--- src/rtl/apple_iie_timing_pkg.sv ---
// Shared timing constants for the IIe timing generator, video scanner and MMU bench.
// Tick indices are positions within one phi0 cycle of 14M ticks.
package apple_iie_timing_pkg;

    localparam logic [3:0] TICK_PHI0_RISE = 4'd7;
    localparam logic [3:0] TICK_RAS_A     = 4'd2;
    localparam logic [3:0] TICK_RAS_B     = 4'd9;
    localparam logic [3:0] TICK_CAS_A     = 4'd4;
    localparam logic [3:0] TICK_CAS_B     = 4'd11;
    localparam logic [3:0] TICK_LDPS      = 4'd13;
    localparam logic [3:0] TICK_LAST      = 4'd13;

    localparam int DEFAULT_CYCLES_PER_LINE  = 65;
    localparam int DEFAULT_LINES_PER_FRAME  = 262;
    localparam int DEFAULT_LONG_CYCLE_EXTRA = 2;

    typedef struct packed {
        logic phi0;
        logic q3;
        logic pras_n;
        logic pcas_n;
        logic ldps_n;
    } cycle_pins_t;

    // Ticks past TICK_LAST only occur in the long cycle and extend the final low/high phases.
    function automatic cycle_pins_t decode_tick(input logic [3:0] t);
        cycle_pins_t p;
        p.phi0   = (t >= TICK_PHI0_RISE);
        p.q3     = (t < TICK_CAS_A) || ((t >= TICK_PHI0_RISE) && (t < TICK_CAS_B));
        p.pras_n = !(((t >= TICK_RAS_A) && (t < TICK_PHI0_RISE)) || (t >= TICK_RAS_B));
        p.pcas_n = !(((t >= TICK_CAS_A) && (t < TICK_PHI0_RISE)) || (t >= TICK_CAS_B));
        p.ldps_n = (t != TICK_LDPS);
        return p;
    endfunction

endpackage

--- src/rtl/apple_iie_video_counter.sv ---
// Horizontal/vertical video counters, advanced once per phi0 cycle.
// long_cycle is registered from the next hcount so it lines up with the cycle it describes.
module apple_iie_video_counter
    import apple_iie_timing_pkg::*;
#(
    parameter int CYCLES_PER_LINE = DEFAULT_CYCLES_PER_LINE,
    parameter int LINES_PER_FRAME = DEFAULT_LINES_PER_FRAME
) (
    input  logic       clk_14m,
    input  logic       reset,
    input  logic       advance,
    output logic [6:0] hcount,
    output logic [8:0] vcount,
    output logic       long_cycle
);

    localparam logic [6:0] H_LAST = 7'(CYCLES_PER_LINE - 1);
    localparam logic [8:0] V_LAST = 9'(LINES_PER_FRAME - 1);

    logic [6:0] hcount_next;
    logic [8:0] vcount_next;
    logic       line_end;

    always_comb begin
        hcount_next = hcount;
        vcount_next = vcount;
        line_end    = advance && (hcount >= H_LAST);
        if (advance) begin
            hcount_next = line_end ? 7'd0 : hcount + 7'd1;
        end
        if (line_end) begin
            vcount_next = (vcount >= V_LAST) ? 9'd0 : vcount + 9'd1;
        end
    end

    always_ff @(posedge clk_14m) begin
        if (reset) begin
            hcount     <= 7'd0;
            vcount     <= 9'd0;
            long_cycle <= 1'b0;
        end else begin
            hcount     <= hcount_next;
            vcount     <= vcount_next;
            long_cycle <= (hcount_next == H_LAST);
        end
    end

endmodule

--- src/rtl/apple_iie_timing_generator.sv ---
// Single-clock IIe timing HAL: phi0/q3/RAS/CAS/LDPS, 7M and colour reference, video counters.
// Every pin is registered from the decode of the tick being entered.
module apple_iie_timing_generator
    import apple_iie_timing_pkg::*;
#(
    parameter int CYCLES_PER_LINE  = DEFAULT_CYCLES_PER_LINE,
    parameter int LINES_PER_FRAME  = DEFAULT_LINES_PER_FRAME,
    parameter int LONG_CYCLE_EXTRA = DEFAULT_LONG_CYCLE_EXTRA
) (
    input  logic       clk_14m,
    input  logic       reset,
    output logic       clk_phi_0,
    output logic       clk_phi_1,
    output logic       clk_q3,
    output logic       pras_n,
    output logic       pcas_n,
    output logic       clk_7m,
    output logic       color_ref,
    output logic       ldps_n,
    output logic       phi0_rise,
    output logic       phi0_fall,
    output logic [6:0] hcount,
    output logic [8:0] vcount,
    output logic       long_cycle
);

    localparam logic [3:0] TICK_LAST_LONG = 4'(TICK_LAST + LONG_CYCLE_EXTRA);

    logic [3:0]  tick;
    logic [3:0]  tick_next;
    logic [3:0]  last_tick;
    logic        started;
    logic        cycle_end;
    logic [1:0]  color_cnt;
    cycle_pins_t pins_next;

    // The first edge out of reset re-enters tick 0 rather than advancing, so no cycle is shortened.
    always_comb begin
        last_tick = long_cycle ? TICK_LAST_LONG : TICK_LAST;
        cycle_end = started && (tick >= last_tick);
        tick_next = (!started || (tick >= last_tick)) ? 4'd0 : tick + 4'd1;
        pins_next = decode_tick(tick_next);
    end

    always_ff @(posedge clk_14m) begin
        if (reset) begin
            tick      <= 4'd0;
            started   <= 1'b0;
            color_cnt <= 2'd0;
            clk_phi_0 <= 1'b0;
            clk_phi_1 <= 1'b1;
            clk_q3    <= 1'b1;
            pras_n    <= 1'b1;
            pcas_n    <= 1'b1;
            ldps_n    <= 1'b1;
            phi0_rise <= 1'b0;
            phi0_fall <= 1'b0;
        end else begin
            tick      <= tick_next;
            started   <= 1'b1;
            color_cnt <= color_cnt + 2'd1;
            clk_phi_0 <= pins_next.phi0;
            clk_phi_1 <= !pins_next.phi0;
            clk_q3    <= pins_next.q3;
            pras_n    <= pins_next.pras_n;
            pcas_n    <= pins_next.pcas_n;
            ldps_n    <= pins_next.ldps_n;
            phi0_rise <= (tick_next == TICK_PHI0_RISE);
            phi0_fall <= (tick_next == 4'd0) && clk_phi_0;
        end
    end

    // The colour counter never follows the tick wrap; the 912-tick line keeps it phase-locked.
    assign clk_7m    = color_cnt[0];
    assign color_ref = color_cnt[1];

    apple_iie_video_counter #(
        .CYCLES_PER_LINE(CYCLES_PER_LINE),
        .LINES_PER_FRAME(LINES_PER_FRAME)
    ) u_video_counter (
        .clk_14m   (clk_14m),
        .reset     (reset),
        .advance   (cycle_end),
        .hcount    (hcount),
        .vcount    (vcount),
        .long_cycle(long_cycle)
    );

endmodule
--- config.mk ---
export PLATFORM = sky130hd
export DESIGN_NAME = apple_iie_timing_generator
export DESIGN_NICKNAME = d
export VERILOG_FILES = /design/src/rtl/apple_iie_timing_pkg.sv /design/src/rtl/apple_iie_video_counter.sv /design/src/rtl/apple_iie_timing_generator.sv
export SDC_FILE = /design/constraint.sdc
export NUM_CORES = 1
export LEC_CHECK = 0
export CAP_MARGIN = 20
export CORE_ASPECT_RATIO = 2
export CORE_MARGIN = 2
export CORE_UTILIZATION = 55
export DETAILED_ROUTE_END_ITERATION = 6
export PLACE_DENSITY = 0.87
export RECOVER_POWER = 100
export SETUP_SLACK_MARGIN = 0.15
export SLEW_MARGIN = 10
export SYNTH_ARGS = -nofsm -noshare
export SYNTH_HDL_FRONTEND = slang
export SYNTH_SLANG_ARGS = --single-unit
--- constraint.sdc ---
create_clock -name clk_14m -period 2.75 [get_ports clk_14m]
set_input_delay 0.4125 -clock clk_14m [delete_from_list [all_inputs] [get_ports clk_14m]]
set_output_delay 0.4125 -clock clk_14m [all_outputs]
set_load 0.005 [all_outputs]
# Word level (Yosys, flattened, before mapping)
# Cells that the tools add are included.
[word_totals]
reg_bits = 32
[op_classes]
n_addsub = 4
order_cmp = 11
n_eq_ne = 3
mux = 6
n_reduce_logical = 15
[ops]
columns = ["op", "count"]
rows = [
  ["$mux W7", 2],
  ["$add A9 B1 Y9 const B", 1],
  ["$ge A9 B9 Y1 const B", 1],
  ["$mux W9", 1],
  ["$ge A4 B3 Y1 const B", 2],
  ["$ge A4 B4 Y1 const B", 2],
  ["$lt A4 B3 Y1 const B", 2],
  ["$add A7 B1 Y7 const B", 1],
  ["$eq A7 B7 Y1 const B", 1],
  ["$ge A7 B7 Y1 const B", 1],
  ["$logic_and A1 B1 Y1", 6],
  ["$add A4 B1 Y4 const B", 1],
  ["$eq A4 B3 Y1 const B", 1],
  ["$ge A4 B2 Y1 const B", 1],
  ["$ge A4 B4 Y1", 1],
  ["$logic_not A1 Y1", 4],
  ["$logic_not A4 Y1", 1],
  ["$logic_or A1 B1 Y1", 4],
  ["$lt A4 B4 Y1 const B", 1],
  ["$mux W4", 1],
  ["$ne A4 B4 Y1 const B", 1],
  ["$add A2 B1 Y2 const B", 1],
  ["$mux W2", 1],
  ["$mux W1", 1],
]

# Logic depth before layout (Yosys ltp)
[depth]
depth_word = 8
depth_mapped = 8
depth_no_buf = 7

# Cells and area by module
# A second synthesis with hierarchy kept.
[unflattened]
cells_unflattened = 151
hier_area_um2 = 1411.4
[by_module_without_submodules]
columns = ["mod", "instances", "cells_each", "area_each_um2", "seq_area_each_um2"]
rows = [
  ["apple_iie_video_counter", 1, 97, 840.8, 340.3],
  ["apple_iie_timing_generator", 1, 54, 570.5, 300.3],
]

# Worst setup path before layout
# Ideal clock, no wire load.
[synth_path]
path_kind = "reg2reg"
start = "register u_video_counter.long_cycle"
end = "register u_video_counter.vcount[4]"
setup_time_ps = 74
arrival_time_ps = 1749
setup_slack_ps = 926
path_stages_with_launch = 7
period_less_slack_ps = 1824
path_cell_list = "dfxtp_1 > inv_1 > ha_1 > a21oi_2 > or3_4 > or4_1 > a31oi_1"
[synth_between]
elab_chain_cells = 4
[synth_lines]
columns = ["element", "line", "text"]
rows = [
  ["from (decl)", "apple_iie_video_counter.sv:14", "output logic long_cycle"],
  ["from (signal assigned)", "apple_iie_video_counter.sv:44", "long_cycle <= (hcount_next == H_LAST);"],
  ["$mux W2", "apple_iie_timing_generator.sv:39", "last_tick = long_cycle ? TICK_LAST_LONG : TICK_LAST;"],
  ["$ge A4 B4 Y1", "apple_iie_timing_generator.sv:40", "cycle_end = started && (tick >= last_tick);"],
  ["$logic_and A1 B1 Y1", "apple_iie_timing_generator.sv:40", ""],
  ["$logic_and A1 B1 Y1", "apple_iie_video_counter.sv:27", "line_end = advance && (hcount >= H_LAST);"],
  ["to (signal assigned)", "apple_iie_video_counter.sv:43", "vcount <= vcount_next;"],
  ["to (decl)", "apple_iie_video_counter.sv:13", "output logic [8:0] vcount,"],
]
# No other way between the ends.
# A chain may end at the register's enable or synchronous reset.

# Final worst setup path
[layout_path]
start = "register tick[1]"
end = "register u_video_counter.vcount[4]"
[layout_between]
elab_chain_cells = 3
[layout_lines]
columns = ["element", "line", "text"]
rows = [
  ["from (decl)", "apple_iie_timing_generator.sv:29", "logic [3:0] tick;"],
  ["from (signal assigned)", "apple_iie_timing_generator.sv:59", "tick <= tick_next;"],
  ["$ge A4 B4 Y1", "apple_iie_timing_generator.sv:40", ""],
  ["$logic_and A1 B1 Y1", "apple_iie_timing_generator.sv:40", ""],
  ["$logic_and A1 B1 Y1", "apple_iie_video_counter.sv:27", ""],
]
# No other way between the ends.

==> key figures <==
Detailed routing
  • DR WL/cell: 15.17 um
  • Initial drt markers: 52
  • DR vias/cell: slightly above 6
  • DRC: 0
  • 1st-pass router iterations: 4
  • Antenna Nets Post-Route: 0
  • Final WL: 3.702 mm
  • Vias: 1508

Worst setup path
  • CP Buf/Inv Count: 0
  • WS Path Type: flop to flop
  • CP Launch Type: flop
  • Worst Path Required: 2970 ps
  • Crit path DAT: approximately 2400 ps
  • CP endpoint kind: flop
  • CP max stage delay: 540 ps
  • Crit-path max FO: 12
  • Flop2flop setup slack: a little over 600 ps
  • Worst path top cell family by delay: simple AND/OR/NAND/NOR gates
  • Crit-path cells: ha_1 > a21oi_1 > or3_1 > or4_1 > a31oi_1
  • Slowest CP cell: or3_1

Clock tree
  • Skew-Pair Late Insertion Delay: 290 ps
  • Post-CTS Hold Buffers: 0
  • Setup Buffers After CTS: 0
  • TritonCTS buffer count: 5
  • Clock Sinks: 32
  • H-tree levels: 2
  • Post-cts resize count: 0
  • Maximum root-to-sink buffer count: 2
  • Clock slew at reported path FFs: 70 ps
  • Root buffer cell: clkbuf_8
  • CTS tree: built

Synthesis
  • Syn_nets: 194
  • Async S/R FF share, synth: 0%
  • Main combinational cell family by area after synthesis: simple AND/OR/NAND/NOR gates
  • Avg Cell Area, Syn: 8.444 um^2
  • Simple logic cell fraction of the synthesized area: between 20% and 30%
  • Synth Area in XOR/XNOR: under 10%
  • Ys Warns: 0
  • Compound-Gate Fraction of Synth Area: 17.59%
  • Post-Synthesis Cells: about 190
  • Register bit total from synthesis: 32
  • Main synth FF type: dfxtp_1
  • Number of distinct library cells after synthesis: 46
  • Sequential area share after synthesis: 40.57%
  • Post-synthesis adder-cell area fraction: 3.962%
  • Post-synth EDFFs: 0
  • Synth Cell Area: approximately 1600 um^2
  • Multiplexer share of the synthesized area: 0%

Cells and area
  • Most frequent cells in the layout: dfxtp_1 (32), dlygate4sd3_1 (28), nor2_1 (16)
  • Net count, final: 221
  • Ant diodes: 0
  • Syn-to-layout area delta: 21.00%
  • Layout Cells excl Fill: between 200 and 250
  • Commonest non-fill, non-tap cell in the layout: dfxtp_1
  • Core Util, Final: 69.82%
  • Share of cells above drive strength 1: about 6%
  • Finished layout cell area: 1911 um^2

Floorplan
  • Initial core utilization: 57.70%
  • # rows: 27
  • CORE AREA: 2736 um^2
  • Die extent in y: 79.78 um
  • I/O Pins: 29
  • Die X: approximately 42 um
  • Die ar.: ~3300 um^2

Timing
  • Final hold slack: 460.2 ps
  • Setup Skew: 1.837 ps
  • RSZ-0062 raised after global routing: false
  • Slew margin rel.: 61.14%
  • Final setup violation count: 0
  • Final period util: 77.44%
  • Fmax: 0.4696 GHz
  • Slew Viols, Final: 0
  • Setup TNS: 0 ps
  • Final-report hold violation count: 0
  • Worst Setup Slack, final: 620.4 ps
  • Min Tclk post-route: 2130 ps
  • Slew @ Worst Pin: between 500 and 600 ps

Power and ir drop
  • Switch share: 24.60%
  • PD cells: 471.5 nW/um^2
  • VDD IR max: 0.0003840 V
  • Net Sw Power: 0.2216 mW
  • Leakage: 0.7464 nW
  • Final Total Pwr: 0.9008 mW
  • Power share of the combinational group: 6.6%
  • Sequential power share: between 50 and 60%
  • Internal Dissipation: 0.6792 mW
  • Clock network power share: 39.3%

GRT
  • Global-route usage over all layers: 24.23%
  • Initial antenna violation count: 0
  • Grt total ovfl: 0
  • Global-route wire length before repair: 6.327 mm
  • Largest net degree at the start of global routing: 13
  • Vias in the first global route: 1450

Place
  • Port Buf Inserts: 28
  • Pre-CTS setup slack: 795.3 ps
  • Placer's final routability congestion estimate: around 0.85
  • Placed Area: 1832 um^2
  • Detailed Place HPWL: 2.690 mm
  • Placed Instances: 236

Min path
  • Worst Hold Class: flop to flop

Outcome
  • Run status: completed

Run
  • Max_cap viols: 0
[power groups by stage]
stage / clock [mW] / combinational [mW] / sequential [mW]
CTS: 0.360 / 0.0633 / 0.488
detailed placement: 0 / 0.0630 / 0.499
finish: 0.354 / 0.0591 / 0.488
floorplan: 0 / 0.0399 / 0.495
global placement: 0 / 0.0614 / 0.498
global route: 0.379 / 0.0657 / 0.490
[sequential cells by signal (all words and copies together), names as in the netlist, 2 cells and up]
register and flops:
tick 4, color_cnt 2, u_video_counter.vcount 9, u_video_counter.hcount 7
[final cells by class]
class                           count  area [um^2]
Clock buffer                        5        68.82
Tap cell                           29        36.28
Inverter                            9        33.78
Clock inverter                      3        18.77
Timing Repair Buffer               29        287.8
Fill cell                         238        825.8
Multi-Input combinational cell    137        824.5
Sequential cell                    32        640.6
[synth_stat cells (2+ instances only)]
library cell   n  area share (%)
a21oi_1       14             4.4
buf_6          2             1.4
nor2_1        16             3.8
inv_1          9             2.1
nand4b_1       3             1.7
and2_1         5             2.0
clkbuf_8       2             1.7
xnor2_1        4             2.2
or3_1          2            0.79
o21bai_1       2            0.95
and3_1         4             1.6
nand3_1        8             2.5
nand2_1       15             3.6
nand2b_1       3             1.2
nor3b_1        3             1.4
nand3b_1       3             1.4
clkbuf_1       3            0.71
a31oi_1        4             1.6
xor2_1         2             1.1
nor2b_1        3             1.2
nor3_1        10             3.2
dfxtp_1       32              41
o21ai_0       11             3.5
ha_1           5             4.0
[cell families (layout without fill, tap and decap cells)]
group | after synthesis | after routing
AO/OA/AOI/OAI | 44 | 44
adder cells (fa/ha/maj) | 5 | 5
flip-flops | 32 | 32
XOR/XNOR | 6 | 6
buffers and inverters | 18 | 46
AND/OR/NAND/NOR | 82 | 82
[final timing paths]
kind / startpoint / end / cells past startpoint
worst max-delay path: tick[1] / u_video_counter.vcount[4] / 5
worst max register to register: tick[1] / u_video_counter.vcount[4] / 5
worst min register to register: color_cnt[0] / color_cnt[0] / 1
worst min-delay path: color_cnt[0] / color_cnt[0] / 1
[routing by layer]
| metal | routed length (um) | vias to the layer above | track usage (%) |
|---|---|---|---|
| li1 | - | 719 | - |
| met1 | 1369 | 720 | 24.61 |
| met2 | 2021 | 59 | 44.69 |
| met3 | 211 | 10 | 5.656 |
| met4 | 99 | 0 | 11.94 |
| met5 | 0 | - | 0 |
[worst register-to-register path: stages (launching register included)]
cell and delay, ps:
dfxtp_1 360, ha_1 310, a21oi_1 140, or3_1 550, or4_1 540, a31oi_1 160
Note: power is estimated with default switching activity, not from simulation.
